--- config.mk ---
export PLATFORM = sky130hd
export DESIGN_NAME = int_context_saver
export DESIGN_NICKNAME = d
export VERILOG_FILES = /design/src/rtl/int_context_saver_pkg.sv /design/src/rtl/int_context_saver_fsm.sv /design/src/rtl/int_context_saver.sv
export SDC_FILE = /design/constraint.sdc
export NUM_CORES = 1
export LEC_CHECK = 0
export ABC_AREA = 0
export CAP_MARGIN = 20
export CORE_UTILIZATION = 39
export CTS_CLUSTER_SIZE = 30
export DETAILED_ROUTE_END_ITERATION = 12
export PLACE_DENSITY = 0.88
export SYNTH_ARGS = -nofsm -noshare
export SYNTH_HDL_FRONTEND = slang
export SYNTH_SLANG_ARGS = --single-unit
--- constraint.sdc ---
create_clock -name clk -period 3.1 [get_ports clk]
set_clock_uncertainty 0.15 [all_clocks]
set_input_delay 0.62 -clock clk [delete_from_list [all_inputs] [get_ports clk]]
set_output_delay 0.62 -clock clk [all_outputs]
set_load 0.05 [all_outputs]
--- src/rtl/int_context_saver_pkg.sv ---
// Shared definitions for the interrupt context saver: step codes from the
// interrupt controller, memory word width and the sequencer state encoding.
package int_context_saver_pkg;

  localparam int WORD_W = 16;

  localparam logic [3:0] IC_IDLE   = 4'b0000;
  localparam logic [3:0] IC_DRAIN  = 4'b0001;
  localparam logic [3:0] IC_SAVE   = 4'b0010;
  localparam logic [3:0] IC_VECTOR = 4'b0110;

  typedef enum logic [3:0] {
    ST_IDLE,
    ST_DRAIN,
    ST_PUSH_PCH,
    ST_PUSH_PCL,
    ST_PUSH_FLG,
    ST_WAIT_VEC,
    ST_RD_VECH,
    ST_RD_VECL,
    ST_LOAD_PC
  } seq_state_t;

  function automatic logic step_is_legal(input logic [3:0] step);
    return (step == IC_IDLE) || (step == IC_DRAIN) ||
           (step == IC_SAVE) || (step == IC_VECTOR);
  endfunction

endpackage

--- src/rtl/int_context_saver_fsm.sv ---
// Sequencer for the context save: state register, pending-vector flag and the
// sticky illegal-step flag. Memory stalls freeze the state in place.
module int_seq_fsm
  import int_context_saver_pkg::*;
(
  input  logic       clk,
  input  logic       rst,
  input  logic [3:0] ic_step,
  input  logic       mem_busy,
  output seq_state_t state,
  output logic       snap_en,
  output logic       seq_err
);

  seq_state_t state_q, state_d;
  logic       vec_pend_q, vec_pend_d;
  logic       seq_err_q, seq_err_d;
  logic       vec_seen;

  always_comb begin
    state_d    = state_q;
    vec_pend_d = vec_pend_q;
    seq_err_d  = seq_err_q;
    vec_seen   = (ic_step == IC_VECTOR);

    if (state_q != ST_IDLE && state_q != ST_DRAIN && !step_is_legal(ic_step)) begin
      seq_err_d = 1'b1;
    end

    case (state_q)
      ST_IDLE: begin
        if (ic_step == IC_DRAIN)     state_d = ST_DRAIN;
        else if (ic_step == IC_SAVE) state_d = ST_PUSH_PCH;
      end
      ST_DRAIN: begin
        if (ic_step == IC_SAVE)      state_d = ST_PUSH_PCH;
        else if (ic_step == IC_IDLE) state_d = ST_IDLE;
      end
      ST_PUSH_PCH: begin
        if (vec_seen)  vec_pend_d = 1'b1;
        if (!mem_busy) state_d = ST_PUSH_PCL;
      end
      ST_PUSH_PCL: begin
        if (vec_seen)  vec_pend_d = 1'b1;
        if (!mem_busy) state_d = ST_PUSH_FLG;
      end
      ST_PUSH_FLG: begin
        // A vector that arrived during the pushes skips the wait state.
        if (!mem_busy) begin
          state_d    = (vec_pend_q || vec_seen) ? ST_RD_VECH : ST_WAIT_VEC;
          vec_pend_d = 1'b0;
        end else if (vec_seen) begin
          vec_pend_d = 1'b1;
        end
      end
      ST_WAIT_VEC: begin
        if (vec_seen) state_d = ST_RD_VECH;
      end
      ST_RD_VECH: begin
        if (!mem_busy) state_d = ST_RD_VECL;
      end
      ST_RD_VECL: begin
        if (!mem_busy) state_d = ST_LOAD_PC;
      end
      ST_LOAD_PC: begin
        state_d    = ST_IDLE;
        vec_pend_d = 1'b0;
      end
      default: state_d = ST_IDLE;
    endcase

    snap_en = (state_d == ST_PUSH_PCH) && (state_q != ST_PUSH_PCH);
  end

  always_ff @(posedge clk) begin
    if (rst) begin
      state_q    <= ST_IDLE;
      vec_pend_q <= 1'b0;
      seq_err_q  <= 1'b0;
    end else begin
      state_q    <= state_d;
      vec_pend_q <= vec_pend_d;
      seq_err_q  <= seq_err_d;
    end
  end

  assign state   = state_q;
  assign seq_err = seq_err_q;

endmodule

--- src/rtl/int_context_saver.sv ---
// Turns interrupt-controller step codes into fetch stall, stack pushes of
// PC/flags and the two-word vector fetch that loads the ISR address into the PC.
module int_context_saver
  import int_context_saver_pkg::*;
#(
  parameter int                ADDR_W   = 16,
  parameter logic [ADDR_W-1:0] VEC_ADDR = '0
) (
  input  logic              clk,
  input  logic              rst,
  input  logic [3:0]        ic_step,
  input  logic [31:0]       pc_in,
  input  logic [3:0]        flags_in,
  input  logic [ADDR_W-1:0] sp_in,
  input  logic              mem_busy,
  input  logic [WORD_W-1:0] mem_rdata,
  output logic              stall_fetch,
  output logic              mem_we,
  output logic              mem_re,
  output logic [ADDR_W-1:0] mem_addr,
  output logic [WORD_W-1:0] mem_wdata,
  output logic              sp_we,
  output logic [ADDR_W-1:0] sp_out,
  output logic              pc_we,
  output logic [31:0]       pc_out,
  output logic              seq_done,
  output logic              seq_err
);

  seq_state_t        state;
  logic              snap_en;
  logic [31:0]       pc_snap_q, pc_snap_d;
  logic [3:0]        flg_snap_q, flg_snap_d;
  logic [ADDR_W-1:0] sp_snap_q, sp_snap_d;
  logic [WORD_W-1:0] vec_hi_q, vec_hi_d;
  logic              rd_acc_q, rd_acc_d;

  // Stack grows downward and wraps modulo 2^ADDR_W.
  function automatic logic [ADDR_W-1:0] sp_sub(input logic [ADDR_W-1:0] sp,
                                               input int unsigned n);
    return sp - ADDR_W'(n);
  endfunction

  int_seq_fsm u_fsm (
    .clk      (clk),
    .rst      (rst),
    .ic_step  (ic_step),
    .mem_busy (mem_busy),
    .state    (state),
    .snap_en  (snap_en),
    .seq_err  (seq_err)
  );

  always_comb begin
    pc_snap_d  = pc_snap_q;
    flg_snap_d = flg_snap_q;
    sp_snap_d  = sp_snap_q;
    vec_hi_d   = vec_hi_q;
    if (snap_en) begin
      pc_snap_d  = pc_in;
      flg_snap_d = flags_in;
      sp_snap_d  = sp_in;
    end
    // Read data arrives the cycle after the read retires; grab the high word once.
    if (state == ST_RD_VECL && rd_acc_q) vec_hi_d = mem_rdata;
    rd_acc_d = (state == ST_RD_VECH || state == ST_RD_VECL) && !mem_busy;
  end

  always_comb begin
    stall_fetch = (state != ST_IDLE);
    mem_we      = 1'b0;
    mem_re      = 1'b0;
    mem_addr    = '0;
    mem_wdata   = '0;
    sp_we       = 1'b0;
    sp_out      = '0;
    pc_we       = 1'b0;
    pc_out      = '0;
    seq_done    = 1'b0;
    case (state)
      ST_PUSH_PCH: begin
        mem_we    = 1'b1;
        mem_addr  = sp_snap_q;
        mem_wdata = pc_snap_q[31:16];
      end
      ST_PUSH_PCL: begin
        mem_we    = 1'b1;
        mem_addr  = sp_sub(sp_snap_q, 1);
        mem_wdata = pc_snap_q[15:0];
      end
      ST_PUSH_FLG: begin
        mem_we    = 1'b1;
        mem_addr  = sp_sub(sp_snap_q, 2);
        mem_wdata = {{(WORD_W-4){1'b0}}, flg_snap_q};
        sp_we     = 1'b1;
        sp_out    = sp_sub(sp_snap_q, 3);
      end
      ST_RD_VECH: begin
        mem_re   = 1'b1;
        mem_addr = VEC_ADDR;
      end
      ST_RD_VECL: begin
        mem_re   = 1'b1;
        mem_addr = VEC_ADDR + ADDR_W'(1);
      end
      ST_LOAD_PC: begin
        pc_we    = 1'b1;
        pc_out   = {vec_hi_q, mem_rdata};
        seq_done = 1'b1;
      end
      default: ;
    endcase
  end

  always_ff @(posedge clk) begin
    if (rst) rd_acc_q <= 1'b0;
    else     rd_acc_q <= rd_acc_d;
  end

  always_ff @(posedge clk) begin
    pc_snap_q  <= pc_snap_d;
    flg_snap_q <= flg_snap_d;
    sp_snap_q  <= sp_snap_d;
    vec_hi_q   <= vec_hi_d;
  end

endmodule

======== Yosys cells after proc, flatten, opt, wreduce, memory -nomap -nowiden ========
Cells that the tools add are included.
cells by class
  add/sub/neg operators ................... 3
  multipliers ............................. 0
  div/mod/pow operators ................... 0
  magnitude comparators ................... 0
  equality and inequality tests ........... 14
  shift-type cells ........................ 0
  muxes and demuxes ....................... 23
  bitwise gates (word level) .............. 0
  reductions and logical operators ........ 19
operator list
  kind                     count
  $pmux W16 S4             1
  $pmux W16 S3             1
  $mux W4                  10
  $mux W32                 1
  $pmux W4 S8              1
  $sub A16 B2 Y16 const B  2
  $eq A4 B3 Y1 const B     5
  $eq A4 B2 Y1 const B     4
  $mux W16                 1
  $sub A16 B1 Y16 const B  1
  $eq A4 B1 Y1 const B     2
  $logic_not A4 Y1         2
  $mux W1                  6
  $logic_and A1 B1 Y1      5
  $logic_or A1 B1 Y1       5
  $eq A4 B4 Y1 const B     1
  $ne A4 B1 Y1 const B     1
  $ne A4 B2 Y1 const B     1
  $reduce_bool A4 Y1       1
  $reduce_or A2 Y1         2
  $pmux W1 S3              1
  $reduce_bool A3 Y1       1
  $reduce_or A3 Y1         1
  $logic_not A1 Y1         2
  $mux W2                  1
word-level totals
  register bits after elaboration ......... 75
  latch bits .............................. 0
  RAM bits ................................ 0
  bits in read-only memories .............. 0
  word-level logic and storage cells ...... 67
  memories kept ........................... 0

======== Logic depth before layout (Yosys ltp) ========
Gate-level depths: netlist (run 1).
  depth in word-level cells ............... 7
  depth in mapped cells ................... 7
  gate-level depth less buffers ........... 6

======== By module ========
Synthesis (run 1) repeated with hierarchy kept, for this count alone.
second synthesis, totals
  cell total of the unflattened synthesis .. 362
  area total of the unflattened synthesis .. 4045.1 um2
modules (own cells, without submodules)
  module             times used  cells an instance  area an instance (um2)
  int_context_saver  1           314                3641.0
  int_seq_fsm        1           48                 404.1

======== Worst setup path after synthesis (run 1) ========
No wires, ideal clock.
  path type ............................... reg-to-output
  start ................................... register sp_snap_q[2]
  end ..................................... output port mem_addr[11]
  arrival ................................. 2.795 ns
  required time ........................... 2.330 ns
  slack ................................... -0.465 ns
  cell stages (with the launch flop) ...... 8
  path buffers ............................ 1
  cells stage by stage .................... edfxtp_1 -> clkbuf_1 -> inv_1 -> ha_1 -> nor3b_1 -> and2_1 -> nand2_1 -> o311ai_1
on the way
  longest elaborated chain between the ends .. 2
RTL lines
  what                                                       line                      RTL
  start: declaration                                         int_context_saver.sv:34   logic [ADDR_W-1:0] sp_snap_q, sp_snap_d;
  start signal: assignment                                   int_context_saver.sv:123  sp_snap_q <= sp_snap_d;
  $sub A16 B2 Y16 / $sub A16 B1 Y16 (equally long branches)  int_context_saver.sv:41   return sp - ADDR_W'(n);
  $pmux W16 S4 (*)                                           int_context_saver.sv:80   case (state)
  end: declaration                                           int_context_saver.sv:20   output logic [ADDR_W-1:0] mem_addr,
Mark *: on every way between the ends. The rest lies on a longest branch, timed or not.

======== Final worst setup path (run 1) ========
  start ................................... register sp_snap_q[8]
  end ..................................... output port mem_addr[9]
The elaborated chain is that of the path after synthesis.

==> impl_metrics.ini, run 1 <==
[synth]
synth-edff-count = 68
synth_top_family_by_area = simple AND/OR/NAND/NOR gates
yosys_warnings = 0
ys_top_cells_by_area = edfxtp_1 51%, and2_1 5.5%, dfxtp_1 3.5%
syn_area_um2 = 4000
synth.distinct_cells = 64
synth-xor-area-share_pct = 3.50
yosys_register_bits = 75
synth_flop_cell = edfxtp_1
yosysTopAreaCellShare_pct = 51.0
synth_mux_area_share_pct = 0.250
synth_nets = 433
synth-simple-area-share_pct = 20.5
avgSynthCellArea_um2 = 11.3
synthArstFlopShare_pct = 0
synthAdderAreaFrac_pct = 1.56
synthCells = 353
yosysSeqAreaShare_pct = 54.5
yosysTopAreaCell = edfxtp_1
synth_compound_area_share_pct = 14.8

[placement]
place_ws_ns = 0.155
io_buffers = 161
dpl_cell_area_um2 = 6500
dp_hpwl_um = 9280
globalplace.congestion = 0.896

[critical_path]
cpPeakStageDelay_ns = 0.56
reg2reg_to = u_fsm.vec_pend_q$_SDFFE_PP0P_
cp_cell_sequence = nor4_2 > nand3_1 > a222oi_1 > a2111oi_4 > buf_6
crit_type = reg -> out
rr_worst_depth = 5
crit_slowest_cell = edfxtp_1
cp_max_fo = 7
critPathLaunchType = flop
ff2ff_setup_slack_ns = 1.00
rr_startpoint = u_fsm.state[2]$_SDFF_PP0_
cp.required_ns = 2.33
critPathTopFamily = compound AO/OA/AOI/OAI gates
arrival_ns = 2.33
end_kind = primary output
crit_buf_inv = 1

[clocking]
clk_path_buf_depth = 2
numClockSinks = 75
cts.clk_slew.worst_paths_ns = 0.08
clkLatencyLatePin_ns = 0.34
htree_levels = 3
cts_tree = yes
numCtsBuffers = 9
root_buffer = clkbuf_8

[global_routing]
grt.busiest_layer = met2
grt_pass1_vias = 3602
grtUsageTotal_pct = 24.3
use_met3_pct = 4.84
antenna_found_initial = 0
grt_pass1_wl_um = 19100
use_met2_pct = 42.6
grt-ovfl-total = 0
grtUsageMet1_pct = 28.1
grt_max_degree = 53

[timing]
period_share_pct = 100
fmax_mhz = 322
relSlewSlack_pct = 58.1
rsz0062_at_grt = true
setup_ws_ns = -0.00156
worst_pin_slew_ns = 0.628
slew_violations = 0
setup_viol = 1
hold_viol_final = 0
fin_setup_tns_ns = -0.00156
period_minus_slack_ns = 3.10

[job]
maxCapViolCount = 0

[finish]
drive_above_1_share_pct = 32.7
antenna_cells = 0
fin_area_um2 = 6970
utilization_pct = 70.6
final_nets = 618
area.growth.synth_to_final_pct = 74.1
final_cell_mix = 77 x clkdlybuf4s50_1, 68 x edfxtp_1, 68 x buf_12
final_common_cell = clkdlybuf4s50_1
n_fill_cell = 622

[detailed_routing]
dr.pass1.iters = 6
initialDrtViolationCount = 348
wl_per_cell_um = 19.4
vias = 3850
via_per_inst = 5.70
routed_wl_um = 13100
drcViolationCount = 0
final_antenna_net_count = 0

[floorplanning]
dieArea_um2 = 10700
row_count = 36
core_um2 = 9860
die_x_um = 103
die_y_um = 103
ioPinCount = 162
initial_core_util_pct = 40.6

[power]
power_density_nw_per_um2 = 315
leakage_nw = 2.55
peakVddDrop_v = 0.000550

[status]
violations = negative setup slack
status = finished, violations left

[min_path]
hold_class = reg -> reg
worstHoldStart = u_fsm.seq_err$_SDFFE_PP0P_
worst_hold_path.endpoint = u_fsm.seq_err$_SDFFE_PP0P_
min_path_cells = 2
## cells by family (layout without fill, tap and decap cells)
logic type                 after synthesis  after routing
AOI/OAI and AO/OA                       76             76
xor gates and xnor gates                16             16
adders and majority gates                5              5
buffers and inverters                   43            232
DFF                                     75             75
muxes                                    1              1
and+or+nand+nor                        137            137
## metrics by stage
stage                     hold slack, ns  instances  power (W)
after floorplan                    0.443        353    0.00125
after global placement             0.306        641    0.00140
after detailed placement           0.343        641    0.00141
after CTS                          0.366        661    0.00221
after global routing               0.412        675    0.00227
final                              0.368        675    0.00219
## registers in the layout, indices dropped and copies added (netlist names)
register	count
u_fsm.vec_pend_q	1
flg_snap_q	4
vec_hi_q	16
u_fsm.seq_err	1
sp_snap_q	16
u_fsm.state	4
rd_acc_q	1
pc_snap_q	32
## worst max-delay path by stage
| stage | startpoint | end | slack, ns | cells past startpoint |
|---|---|---|---|---|
| after floorplan | sp_snap_q[2]$_DFFE_PP_ | mem_addr[11] | -0.01 | 7 |
| final | sp_snap_q[8]$_DFFE_PP_ | mem_addr[9] | -0.002 | 5 |
| after detailed placement | sp_snap_q[1]$_DFFE_PP_ | mem_addr[14] | 0.16 | 7 |
| after global routing | sp_snap_q[8]$_DFFE_PP_ | mem_addr[9] | -0.05 | 5 |
| after CTS | sp_snap_q[8]$_DFFE_PP_ | mem_addr[14] | -0.02 | 5 |
| after global placement | u_fsm.state[2]$_SDFF_PP0_ | mem_addr[9] | 0.33 | 6 |
## per-layer routing
layer | part of all wire [%] | up-vias | wire (um)
met4 | 4.6 | 0 | 603
met1 | 35 | 1796 | 4530
met2 | 53 | 286 | 6900
li1 | - | 1701 | -
met3 | 8.1 | 67 | 1060
met5 | 0 | - | 0
## synth_stat cells (6+ instances only)
master and n:
nand4_1 8, xor2_1 9, nor4_1 8, inv_1 15
edfxtp_1 68, a21oi_1 11, nor3_1 7, buf_2 8
dfxtp_1 7, clkbuf_1 15, a22o_1 12, xnor2_1 7
nand3_1 11, and2_1 35, o21ai_1 6, nor2_1 27
nand2_1 16
## cell type report
type                    count  area (um2)  area share, %
inverters                  16        65.1          0.934
multi-input cells         235        1780           25.6
clock buffers               9         124           1.78
repair buffers            201        2560           36.8
flip-flops and latches     75        2180           31.3
clock inverters             6        81.3           1.17
well taps                 133         166           2.39
## worst register-to-register path: cells and delay by family (launching register included)
kind | cells | cell delay [ns]
simple gates | 1 | 0.46
compound gates | 3 | 0.84
buf+inv | 1 | 0.22
flops | 1 | 0.33
## power by group
part           internal [W]  switching (W)  leakage [nW]
logic              0.000147       0.000129          1.78
clock network      0.000443       0.000347         0.103
registers           0.00112      0.0000106         0.672
## what timing repair did
item	in CTS	in global routing
gates resized for setup	8	17
pin swaps	2	4
setup buffers	5	14
endpoints found under the setup margin	10	13
hold buffers	0	0
Note: power is estimated with default switching activity, not from simulation.
==> run 2: changes to the inputs <==
--- a/config.mk
+++ b/config.mk
@@ -7,10 +7,12 @@
 export LEC_CHECK = 0
 export ABC_AREA = 0
 export CAP_MARGIN = 20
-export CORE_UTILIZATION = 39
+export CORE_UTILIZATION = 40
 export CTS_CLUSTER_SIZE = 30
 export DETAILED_ROUTE_END_ITERATION = 12
-export PLACE_DENSITY = 0.88
+export GPL_TIMING_DRIVEN = 0
+export PLACE_DENSITY = 0.9
 export SYNTH_ARGS = -nofsm -noshare
 export SYNTH_HDL_FRONTEND = slang
+export SYNTH_HIERARCHICAL = 1
 export SYNTH_SLANG_ARGS = --single-unit
==> impl_metrics.ini, run 2 <==
[synth]
yosys_warnings = 6
yosys-top-cells-count = 68 x edfxtp_1, 42 x nor2_1, 33 x and2_1, 17 x mux2i_1, 17 x nand2_1
syn_area_um2 = 4050
synth_nets = 442
synthAdderAreaFrac_pct = 1.55
avgSynthCellArea_um2 = 11.2
synth_compound_area_share_pct = 11.2
synthCells = 362
synth-simple-area-share_pct = 20.4
synth-xor-area-share_pct = 3.90
synthArstFlopShare_pct = 0
yosysTopAreaCell = edfxtp_1
synth_top_family_by_area = simple AND/OR/NAND/NOR gates
synth_flop_cell = edfxtp_1
synth.most_common_cell = edfxtp_1
yosysSeqAreaShare_pct = 53.9
yosys_register_bits = 75
synth.distinct_cells = 67
synth_mux_area_share_pct = 4.76
yosysTopAreaCellShare_pct = 50.5
synth-edff-count = 68
ys_top_cells_by_area = edfxtp_1 50%, and2_1 5.1%, mux2i_1 4.2%

[floorplanning]
initial_core_util_pct = 41.4
ioPinCount = 162
dieArea_um2 = 10500
core_um2 = 9770
die_x_um = 103
row_count = 36
die_y_um = 103

[timing]
hold_viol_final = 0
worst_pin_slew_ns = 0.822
fmax_mhz = 323
relSlewSlack_pct = 45.2
slew_violations = 0
whs_ns = 0.303
fin_setup_tns_ns = 0
rsz0062_at_grt = true
setup_viol = 0
setup_ws_ns = 0.000705
period_share_pct = 100
period_minus_slack_ns = 3.10

[detailed_routing]
vias = 3672
dr.pass1.iters = 4
routed_wl_um = 12200
final_antenna_net_count = 0
drcViolationCount = 0
wl_per_cell_um = 17.4
via_per_inst = 5.25
initialDrtViolationCount = 169

[critical_path]
critPathLaunchType = flop
crit_slowest_cell = edfxtp_1
crit_type = reg -> out
cp_max_fo = 7
cpPeakStageDelay_ns = 0.53
arrival_ns = 2.33
cpMostUsedCell = buf_4
cp_cell_sequence = buf_4 > nor4_4 > buf_4 > nand3b_1 > xor2_1 > nor2_1 > buf_2
cp.required_ns = 2.33
end_kind = primary output

[finish]
fin_cells = 699
final_cell_mix = 77 x clkdlybuf4s50_1, 68 x edfxtp_1, 42 x buf_4
fin_area_um2 = 6430
drive_above_1_share_pct = 32.3
final_common_cell = clkdlybuf4s50_1
final_nets = 641
largest-register = pc_snap_q
area.growth.synth_to_final_pct = 58.9
largest_reg_flops = 32
antenna_cells = 0
reg_top3 = pc_snap_q (32), sp_snap_q (16), vec_hi_q (16)

[placement]
dpl_cell_area_um2 = 5850
dp_hpwl_um = 8390
globalplace.congestion = 0.892
place_ws_ns = -0.721
dp.cells = 656
io_buffers = 161

[clocking]
htree_levels = 3
numClockSinks = 75
clk_path_buf_depth = 2
cts.clk_slew.worst_paths_ns = 0.08
numCtsBuffers = 9
clkLatencyLatePin_ns = 0.35
cts_tree = yes
holdBufCountCts = 0
root_buffer = clkbuf_8

[status]
status = complete, no violations

[power]
leakage_nw = 2.40
power_density_nw_per_um2 = 341
peakVddDrop_v = 0.000430

[global_routing]
grt-ovfl-total = 0
grtUsageTotal_pct = 21.9
grt_pass1_wl_um = 17000
grt_max_degree = 53
grt_pass1_vias = 3492
antenna_found_initial = 0

[min_path]
hold_class = reg -> reg

[job]
maxCapViolCount = 0
-- run 2: stage by stage --
step                      power (W)  utilization [%]
after floorplan             0.00126                -
after global placement      0.00140             59.9
after detailed placement    0.00140             59.9
after CTS                   0.00219             62.7
after global routing        0.00228             65.8
final                       0.00219             65.8
-- run 2: path summary, 6_finish.rpt --
path                               from                    endpoint  slack [ns]  cells after the start
max              sp_snap_q[8]$_DFFE_PP_                  sp_out[10]      0.0007                      7
min          u_fsm/seq_err$_SDFFE_PP0P_  u_fsm/seq_err$_SDFFE_PP0P_        0.30                      2
max reg2reg   u_fsm/state[0]$_SDFF_PP0_       vec_hi_q[3]$_DFFE_PP_        0.92                      3
min reg2reg  u_fsm/seq_err$_SDFFE_PP0P_  u_fsm/seq_err$_SDFFE_PP0P_        0.30                      2
-- run 2: cells by family after synthesis --
logic type | count (synthesis)
AOI/OAI and AO/OA | 68
buffers and inverters | 31
xor gates and xnor gates | 18
and+or+nand+nor | 146
DFF | 75
adders and majority gates | 5
muxes | 19
-- run 2: report_power, final --
group | leakage (nW) | internal [W] | switching [W] | total (W)
logic | 1.62 | 0.000144 | 0.000131 | 0.000274
registers | 0.674 | 0.00112 | 0.0000107 | 0.00113
clock network | 0.101 | 0.000446 | 0.000346 | 0.000792
-- run 2: area by class of cell --
| type | instances | area [um2] |
|---|---|---|
| Fill cell | 745 | 3350 |
| Sequential cell | 75 | 2190 |
| Multi-Input combinational cell | 256 | 1880 |
| Timing Repair Buffer | 189 | 1780 |
| Buffer | 24 | 181 |
| Tap cell | 133 | 166 |
| Clock buffer | 10 | 128 |
| Clock inverter | 6 | 80.1 |
| Inverter | 6 | 27.5 |
-- run 2: timing repair --
| action | 4_1_cts | 5_1_grt |
|---|---|---|
| setup endpoints to repair | 84 | 50 |
| pin swaps | 3 | 7 |
| gates resized for setup | 355 | 70 |
| setup buffers | 3 | 24 |
-- run 2: worst max-delay path: cells and delay by family, from the launching register on --
family                    cells  cell delay, ns
DFF                           1            0.53
xor gates and xnor gates      1            0.16
and+or+nand+nor               3            0.60
buffers and inverters         3            0.68
-- run 2: routing by layer --
layer	GRT usage, %	up-vias	share of wire, %
met1	24.6	1711	37
met5	0	-	0
li1	-	1731	-
met2	39.2	194	53
met3	7.19	36	7.9
met4	7.25	0	2.9
==> run 3: changes to the inputs <==
--- a/config.mk
+++ b/config.mk
@@ -5,13 +5,13 @@
 export SDC_FILE = /design/constraint.sdc
 export NUM_CORES = 1
 export LEC_CHECK = 0
-export ABC_AREA = 0
+export ABC_AREA = 1
 export CAP_MARGIN = 20
-export CORE_UTILIZATION = 40
+export CORE_UTILIZATION = 48
 export CTS_CLUSTER_SIZE = 30
 export DETAILED_ROUTE_END_ITERATION = 12
 export GPL_TIMING_DRIVEN = 0
-export PLACE_DENSITY = 0.9
+export PLACE_DENSITY = 0.95
 export SYNTH_ARGS = -nofsm -noshare
 export SYNTH_HDL_FRONTEND = slang
 export SYNTH_HIERARCHICAL = 1
==> constraint.sdc (replaced) <==
create_clock -name clk -period 3.85 [get_ports clk]
set_clock_uncertainty 0.15 [all_clocks]
set_input_delay 0.77 -clock clk [delete_from_list [all_inputs] [get_ports clk]]
set_output_delay 0.77 -clock clk [all_outputs]
set_load 0.05 [all_outputs]
==> impl_metrics.ini, run 3 <==
[floorplanning]
row_count = 33
initial_core_util_pct = 50.1
core_um2 = 8300
dieArea_um2 = 9050
die_y_um = 95.1
die_x_um = 95.1
ioPinCount = 162

[power]
leakage_nw = 2.61
p_comb_share_pct = 11.2
switching_share_pct = 24.3
peakVddDrop_v = 0.000221
power_density_nw_per_um2 = 294
p_int_w = 0.00138
netSwitchingPower_w = 0.000442
seqPwrFrac_pct = 50.0
power_frac_clock_pct = 38.8

[detailed_routing]
routed_wl_um = 12700
drcViolationCount = 0
final_antenna_net_count = 0
dr.pass1.iters = 5
wl_per_cell_um = 16.3
initialDrtViolationCount = 307
vias = 4159
via_per_inst = 5.34

[finish]
final_common_cell = clkdlybuf4s50_1
multi_input_comb_area_um2 = 1620
n_fill_cell = 557
largest_reg_flops = 32
area.growth.synth_to_final_pct = 48.6
largest-register = pc_snap_q
drive_above_1_share_pct = 9.20
reg_top3 = pc_snap_q (32), sp_snap_q (16), vec_hi_q (16)
final_cell_mix = 153 x clkdlybuf4s50_1, 112 x nand2_1, 70 x inv_1
antenna_cells = 0
ff_latch_area_um2 = 2180
final_nets = 749

[critical_path]
crit_slowest_cell = clkdlybuf4s50_1
cpPeakStageDelay_ns = 0.86
rr_startpoint = u_fsm/state[2]$_SDFF_PP0_
rr_worst_depth = 5
cpMostUsedCell = nand2_1
cp_cell_sequence = inv_1 > ha_1 > nand2_1 > nand2_1 > nor2_4 > o21ai_0 > a21oi_1 > clkdlybuf4s50_1
critPathTopFamily = buffers and inverters
reg2reg_to = vec_hi_q[15]$_DFFE_PP_
cp_max_fo = 7
critPathLaunchType = flop
end_kind = primary output
crit_buf_inv = 2
cp.required_ns = 2.93
ff2ff_setup_slack_ns = 1.80
crit_type = reg -> out
arrival_ns = 2.81

[timing]
rsz0062_at_grt = false
slew_violations = 0
period_share_pct = 96.9
fmax_mhz = 268
setup_ws_ns = 0.121
relSlewSlack_pct = 56.6
setup_viol = 0
hold_viol_final = 0
worst_pin_slew_ns = 0.648
period_minus_slack_ns = 3.73
fin_setup_tns_ns = 0

[synth]
avgSynthCellArea_um2 = 8.41
synth.most_common_cell = nand2_1
synth-edff-count = 68
yosys-top-cells-count = 112 x nand2_1, 71 x inv_1, 68 x edfxtp_1, 65 x nor2_1, 55 x nand3_1
synth_nets = 575
synth.distinct_cells = 28
yosys_register_bits = 75
synth_flop_cell = edfxtp_1
yosysSeqAreaShare_pct = 52.4
yosysTopAreaCell = edfxtp_1
yosys_warnings = 6
synthArstFlopShare_pct = 0
yosysTopAreaCellShare_pct = 49.1
syn_area_um2 = 4160
synthCells = 495
ys_top_cells_by_area = edfxtp_1 49%, nand2_1 10%, nand3_1 6.6%

[global_routing]
grt_max_degree = 49
grt.busiest_layer = met2
grt_pass1_wl_um = 19100
antenna_found_initial = 0
grtUsageTotal_pct = 28.4
grtUsageMet1_pct = 30.2
grt-ovfl-total = 0
use_met3_pct = 8.61
use_met2_pct = 50.5
grt_pass1_vias = 4053

[status]
status = complete, no violations

[placement]
dp_hpwl_um = 9550
place_ws_ns = 0.451
io_buffers = 161
globalplace.congestion = 0.891

[clocking]
clk_path_buf_depth = 2
root_buffer = clkbuf_8
holdBufCountCts = 0
cts_tree = yes
numCtsBuffers = 9
cts.clk_slew.worst_paths_ns = 0.08
clkLatencyLatePin_ns = 0.35
htree_levels = 3
numClockSinks = 75

[min_path]
worstHoldStart = u_fsm/seq_err$_SDFFE_PP0P_
min_path_cells = 2
worst_hold_path.endpoint = u_fsm/seq_err$_SDFFE_PP0P_
hold_class = reg -> reg

[job]
maxCapViolCount = 0
run 3: logic make-up after synthesis:
logic type / count (synthesis) / share of synthesized area, %
adder cells (fa/ha/maj): 5 / 1.50
AO/OA/AOI/OAI: 57 / 8.60
buffers and inverters: 91 / 8.69
XOR/XNOR: 4 / 0.842
flip-flops: 75 / 52.4
AND/OR/NAND/NOR: 263 / 27.9
run 3: layout make-up:
| cell class | instances | share of cell area (%) |
|---|---|---|
| clock inverter | 7 | 1.70 |
| clock buffer | 9 | 2.00 |
| tap | 105 | 2.12 |
| timing repair buffer | 163 | 26.9 |
| sequential | 75 | 35.3 |
| buffer | 12 | 1.05 |
| multi-input combinational | 329 | 26.2 |
| inverter | 79 | 4.79 |
run 3: power by group through the flow:
stage                     sequential [W]  combinational (W)  clock (W)
after floorplan                 0.000928          0.0000842          0
after global placement          0.000928           0.000195          0
after detailed placement        0.000928           0.000202          0
after CTS                       0.000910           0.000204   0.000715
after global routing            0.000911           0.000217   0.000744
final                           0.000910           0.000204   0.000705
run 3: worst max-delay path by stage:
stage,depth (start not counted),slack (ns),from,endpoint
global placement,6,0.29,ic_step[0],pc_snap_q[6]$_DFFE_PP_
global route,7,0.006,sp_snap_q[1]$_DFFE_PP_,mem_addr[6]
finish,8,0.12,sp_snap_q[2]$_DFFE_PP_,sp_out[7]
CTS,9,0.05,sp_snap_q[1]$_DFFE_PP_,mem_addr[15]
floorplan,7,0.60,sp_snap_q[2]$_DFFE_PP_,sp_out[9]
detailed placement,8,0.45,sp_snap_q[2]$_DFFE_PP_,sp_out[9]
run 3: worst register-to-register path: cells and delay by family (launching register included):
| family | cells | cell delay [ns] |
|---|---|---|
| buf+inv | 2 | 0.34 |
| flops | 1 | 0.50 |
| simple gates | 3 | 0.77 |
run 3: routing by layer:
metal	wire length [um]	vias to the layer above	part of all wire, %
li1	-	1972	-
met1	4380	1906	35
met3	1200	40	9.5
met2	6580	241	52
met5	0	-	0
met4	526	0	4.1
run 3: repair_timing:
action	CTS	global route
endpoints found under the setup margin	0	8
setup buffers	0	0
hold endpoints to repair	0	0
resized for setup	0	8
run 3: stage by stage:
| stage | hold WS [ns] | instance area [um2] | power (W) | utilization [%] | instances |
|---|---|---|---|---|---|
| after floorplan | 0.349 | 4160 | 0.00101 | - | 495 |
| after global placement | 0.302 | 5900 | 0.00112 | 71.1 | 761 |
| after detailed placement | 0.321 | 5940 | 0.00113 | 71.5 | 763 |
| after CTS | 0.340 | 6160 | 0.00183 | 74.3 | 779 |
| after global routing | 0.368 | 6180 | 0.00187 | 74.5 | 779 |
| final | 0.334 | 6180 | 0.00182 | 74.5 | 779 |
